<file path="src/rtl/fibonacci_engine_if.sv">
// Request/response bundle for fibonacci_engine: the request goes in on start/n_in/lucas/abort,
// and the result comes back on busy/done/result/overflow.
interface fibonacci_engine_if #(
  parameter int WIDTH   = 32,
  parameter int N_WIDTH = 7
);
  logic               start;
  logic [N_WIDTH-1:0] n_in;
  logic               lucas;
  logic               abort;
  logic               busy;
  logic               done;
  logic [WIDTH-1:0]   result;
  logic               overflow;

  modport master (
    output start, n_in, lucas, abort,
    input  busy, done, result, overflow
  );

  modport slave (
    input  start, n_in, lucas, abort,
    output busy, done, result, overflow
  );
endinterface

</file>
<file path="src/rtl/fibonacci_engine.sv">
// Iterative Fibonacci/Lucas term calculator. It computes one recurrence step per clock.
// Each term carries a sticky wrap flag so that overflow describes term n itself.
module fibonacci_engine #(
  parameter int WIDTH   = 32,
  parameter int N_WIDTH = 7
) (
  input  logic                clk,
  input  logic                reset_n,
  fibonacci_engine_if.slave   bus
);

  typedef enum logic [1:0] {
    IDLE,
    RUN,
    DONE
  } state_t;

  state_t             state_q;
  state_t             state_d;
  logic [WIDTH-1:0]   a_q;
  logic [WIDTH-1:0]   b_q;
  logic [N_WIDTH-1:0] cnt_q;
  logic               ovf_a_q;
  logic               ovf_b_q;
  logic [WIDTH-1:0]   result_q;
  logic               overflow_q;
  logic [WIDTH:0]     sum;

  // The extra top bit of the sum is the carry out of the WIDTH-bit addition.
  assign sum = {1'b0, a_q} + {1'b0, b_q};

  always_ff @(posedge clk or negedge reset_n) begin
    if (!reset_n) begin
      state_q <= IDLE;
    end else begin
      state_q <= state_d;
    end
  end

  always_comb begin
    state_d  = state_q;
    bus.busy = 1'b0;
    bus.done = 1'b0;
    case (state_q)
      IDLE: begin
        if (bus.start) begin
          state_d = RUN;
        end
      end
      RUN: begin
        bus.busy = 1'b1;
        if (bus.abort) begin
          state_d = IDLE;
        end else if (cnt_q == '0) begin
          state_d = DONE;
        end
      end
      DONE: begin
        bus.busy = 1'b1;
        bus.done = 1'b1;
        state_d  = IDLE;
      end
      default: begin
        state_d = IDLE;
      end
    endcase
  end

  // Abort takes priority over completion, so a cancelled request leaves result untouched.
  always_ff @(posedge clk or negedge reset_n) begin
    if (!reset_n) begin
      a_q        <= '0;
      b_q        <= '0;
      cnt_q      <= '0;
      ovf_a_q    <= 1'b0;
      ovf_b_q    <= 1'b0;
      result_q   <= '0;
      overflow_q <= 1'b0;
    end else begin
      case (state_q)
        IDLE: begin
          if (bus.start) begin
            a_q     <= bus.lucas ? WIDTH'(2) : '0;
            b_q     <= WIDTH'(1);
            cnt_q   <= bus.n_in;
            ovf_a_q <= 1'b0;
            ovf_b_q <= 1'b0;
          end
        end
        RUN: begin
          if (!bus.abort) begin
            if (cnt_q == '0) begin
              result_q   <= a_q;
              overflow_q <= ovf_a_q;
            end else begin
              a_q     <= b_q;
              b_q     <= sum[WIDTH-1:0];
              ovf_a_q <= ovf_b_q;
              ovf_b_q <= ovf_a_q | ovf_b_q | sum[WIDTH];
              cnt_q   <= cnt_q - 1'b1;
            end
          end
        end
        default: begin
        end
      endcase
    end
  end

  assign bus.result   = result_q;
  assign bus.overflow = overflow_q;

endmodule

</file>
<file path="src/flat_wrapper.sv">
// flat-port wrapper written by rule: the top's interface ports become plain ports
module fibonacci_engine_flat 
#(
  parameter int WIDTH   = 32,
  parameter int N_WIDTH = 7
)
  (clk, reset_n, bus_start, bus_n_in, bus_lucas, bus_abort, bus_busy, bus_done, bus_result, bus_overflow);
  fibonacci_engine_if #(.WIDTH(WIDTH), .N_WIDTH(N_WIDTH)) bus_i ();
  input  logic clk;
  input  logic reset_n;
  input wire logic [$bits(bus_i.start)-1:0] bus_start;
  input wire logic [$bits(bus_i.n_in)-1:0] bus_n_in;
  input wire logic [$bits(bus_i.lucas)-1:0] bus_lucas;
  input wire logic [$bits(bus_i.abort)-1:0] bus_abort;
  output wire logic [$bits(bus_i.busy)-1:0] bus_busy;
  output wire logic [$bits(bus_i.done)-1:0] bus_done;
  output wire logic [$bits(bus_i.result)-1:0] bus_result;
  output wire logic [$bits(bus_i.overflow)-1:0] bus_overflow;
  assign bus_i.start = bus_start;
  assign bus_i.n_in = bus_n_in;
  assign bus_i.lucas = bus_lucas;
  assign bus_i.abort = bus_abort;
  assign bus_busy = bus_i.busy;
  assign bus_done = bus_i.done;
  assign bus_result = bus_i.result;
  assign bus_overflow = bus_i.overflow;
  fibonacci_engine #(.WIDTH(WIDTH), .N_WIDTH(N_WIDTH)) u_core (.clk(clk), .reset_n(reset_n), .bus(bus_i));
endmodule
</file>
<file path="config.mk">
export PLATFORM = sky130hd
export DESIGN_NAME = fibonacci_engine_flat
export DESIGN_NICKNAME = d
export VERILOG_FILES = /design/src/rtl/fibonacci_engine_if.sv /design/src/rtl/fibonacci_engine.sv /design/src/flat_wrapper.sv
export SDC_FILE = /design/constraint.sdc
export NUM_CORES = 1
export LEC_CHECK = 0
export ABC_AREA = 1
export CORE_UTILIZATION = 50
export CTS_BUF_LIST = sky130_fd_sc_hd__clkbuf_16
export CTS_CLUSTER_DIAMETER = 120
export DETAILED_ROUTE_END_ITERATION = 8
export PLACE_DENSITY_LB_ADDON = 0.3
export REMOVE_ABC_BUFFERS = 1
export SETUP_SLACK_MARGIN = 0.02
export SYNTH_ARGS = -nofsm -noshare
export SYNTH_HDL_FRONTEND = slang
export SYNTH_SLANG_ARGS = --single-unit
</file>
<file path="constraint.sdc">
create_clock -name clk -period 5.61 [get_ports clk]
set_input_delay 0.561 -clock clk [delete_from_list [all_inputs] [get_ports clk]]
set_output_delay 0.561 -clock clk [all_outputs]
set_load 0.1 [all_outputs]
</file>
==> key figures <==
Synthesis
  – Seq cells post-synth: approximately 110
  – Synthesized area: 6780 um^2
  – Syn_area_per_cell: 6.96 um^2
  – Most frequent cells after synthesis: 342 x nand2_1, 179 x inv_1, 108 x dfrtp_1
  – Synth top area share: between 30% and 40%
  – YS warnings: 0
  – Largest cells by area after synthesis: dfrtp_1 40%, nand2_1 19%, inv_1 9.9%, ha_1 6.8%, o21ai_0 5.0%
  – Yosys cell types: 32
  – Most common cell in the netlist: nand2_1
  – Post-synth ARST share: 100%
  – Sequential element share of the synthesized area: 39.9%
  – Synth area leader: dfrtp_1
  – Most used DFF post-synth: dfrtp_1
  – Post-synth EDFFs: 0
  – Syn Inst Count: just under 1000

Routing
  – Wire length per cell: 12.5 um
  – Iter 0 DRT Violations: roughly 320
  – Via count of the routed design: 5862
  – ANT nets after route: 0
  – DRC: 0
  – Final WL: ~15000 um
  – Router iterations before antenna repair: 5
  – DR vias/cell: approximately 4.9

Power
  – LEAKAGE: slightly above 4 nW
  – Pwr dens: approximately 420 nW/um^2
  – VDD IR max: ~270 uV

STA
  – Setup violation total in the final timing report: 0
  – Max-slew headroom: a little over a third
  – Final worst slack: roughly 2.9 ns
  – Fin crit share: between 40% and 50%
  – Setup TNS: 0 ns
  – Worst Clk Skew: between 0.006 and 0.007 ns
  – Worst slew pin tran: just under 1 ns
  – Tmin final: between 2 and 3 ns
  – Fmax achieved: approximately 360 MHz
  – RSZ-0062 raised after global routing: false
  – Hold Vio Cnt, Final: 0
  – Hold_ws: 0.216 ns
  – Final Max Slew Viols: 0

Run status
  – Outcome: completed

Floorplanning
  – Std-Cell Rows: 42
  – Initial Util: about half
  – Total die area: around 14000 um^2
  – Die Ht: approximately 120 um
  – Die X: 118 um
  – Core Area: between 10000 and 15000 um^2
  – I/O pins: 47

GRT
  – Pin count of the biggest net entering global routing: 59
  – GRT overflow: 0
  – Initial antenna violation count: 0
  – Vias in the first global route: around 5700
  – First-pass GRT wire length: between 20000 and 30000 um
  – Total GRT Usage: a little under a quarter

Critical path
  – Required @ worst endpoint: 5.05 ns
  – Worst path arrival time: 2.19 ns
  – Setup CP Type: flip-flop to primary output
  – Worst path max stage delay: approximately 1.1 ns
  – Max Fanout on Critical Path: 3
  – Slowest cell on crit path: clkdlybuf4s50_1
  – Worst setup EP type: primary output
  – Startpoint Class: flip-flop
  – Critical Path, Cell by Cell: inv_1, ha_1, clkdlybuf4s50_1

Finish
  – Area grow syn2layout: 12.9%
  – Antenna diodes: 0
  – Final Net Count: 1062
  – Share of layout cells above drive strength 1: just under 4%

Clock tree
  – Clock sink count: around 110
  – # H-tree levels: 3
  – Clock slew at reported path FFs: around 0.070 ns
  – CTS tree: done
  – Post-CTS Setup Bufs: 0
  – CTS max path bufs: 2
  – Number of CTS-inserted buffers: 9
  – Post-CTS Resized: 0
  – Root Driver: clkbuf_16
  – Clock Latency Late Sink: 0.36 ns
  – Hold buffers post-CTS: 0

Place
  – Setup Slack @ Placement: 3.06 ns
  – GP Congestion: between 0.9 and 1
  – Post-DP HPWL: 11100 um
  – IO Port Bufs: 46

Min path
  – Hold Crit Class: primary input to asynchronous set/reset pin

Flow run
  – Max-cap viol count: 0
[worst paths after layout]
| path | end | depth (start not counted) | slack (ns) | start |
|---|---|---|---|---|
| hold / removal | u_core.bus.result[17] | 1 | 0.22 | reset_n |
| min in group clk | u_core.cnt_q[2] | 2 | 0.48 | u_core.cnt_q[2] |
| max in group asynchronous | u_core.b_q[3] | 2 | 4.24 | reset_n |
| setup / recovery | bus_busy | 3 | 2.86 | u_core.state_q[1] |
| setup reg to reg | u_core.b_q[7] | 10 | 3.03 | u_core.state_q[1] |
| hold reg to reg | u_core.cnt_q[2] | 2 | 0.48 | u_core.cnt_q[2] |
[flip-flops by register name, summed over array words and instances (netlist names)]
name and cells:
u_core.a_q 32, u_core.b_q 32, u_core.bus.result 32, u_core.cnt_q 7, u_core.state_q 2, u_core.bus.overflow 1, u_core.ovf_a_q 1, u_core.ovf_b_q 1
[where the power goes]
group	leakage (nW)	switching, mW	internal [mW]
sequential	1.47	0.149	1.00
clock	0.152	0.282	0.385
combinational	2.45	0.978	0.438
[cell usage in the layout (no fill, tap or decap), types with 5 or more instances in the layout]
| cell | count |
|---|---|
| dfrtp_1 | 108 |
| buf_4 | 5 |
| nand2_1 | 342 |
| a21oi_1 | 35 |
| nor2_1 | 54 |
| o22ai_1 | 15 |
| o21ai_1 | 26 |
| clkbuf_16 | 9 |
| clkdlybuf4s50_1 | 45 |
| ha_1 | 37 |
| inv_1 | 179 |
| nor3_1 | 6 |
| nand3_1 | 47 |
| o21ai_0 | 68 |
[critical path: cells and delay by family (launching register included)]
family	cells	cell delay, ns
adder cells (fa/ha/maj)	1	0.27
flip-flops	1	0.35
buffers and inverters	2	1.20
[area by class of cell]
class,instances,area (um^2)
fill,1331,5600
multi-input combinational,659,3240
timing repair buffer,50,488
sequential,108,2700
clock buffer,9,225
clock inverter,7,81.3
tap,176,220
inverter,184,693
[metal layers]
layer | part of all wire [%] | global-route usage [%]
met3 | 4.6 | 5.60
met4 | 2.1 | 8.31
met2 | 47 | 38.2
met5 | 0 | 0
met1 | 47 | 29.4
[stage by stage]
stage               cells  total power [mW]  util [%]  instance area [um^2]
global route         1193              3.47      57.7                  7650
global placement     1177              2.55      55.4                  7340
floorplan             951              2.22         -                  6630
CTS                  1193              3.26      57.7                  7650
detailed placement   1177              2.58      55.4                  7340
finish               1193              3.23      57.7                  7650
[cell families (layout without fill, tap and decap cells)]
| group | after synthesis | count (layout) | share of synthesized area, % |
|---|---|---|---|
| compound gates | 154 | 154 | 12.5 |
| xor+xnor | 2 | 2 | 0.259 |
| fa+ha+maj | 38 | 38 | 7.13 |
| buf+inv | 207 | 250 | 12.4 |
| flops | 108 | 108 | 39.9 |
| simple gates | 465 | 465 | 27.9 |
Power figures use the tool's default switching activity.
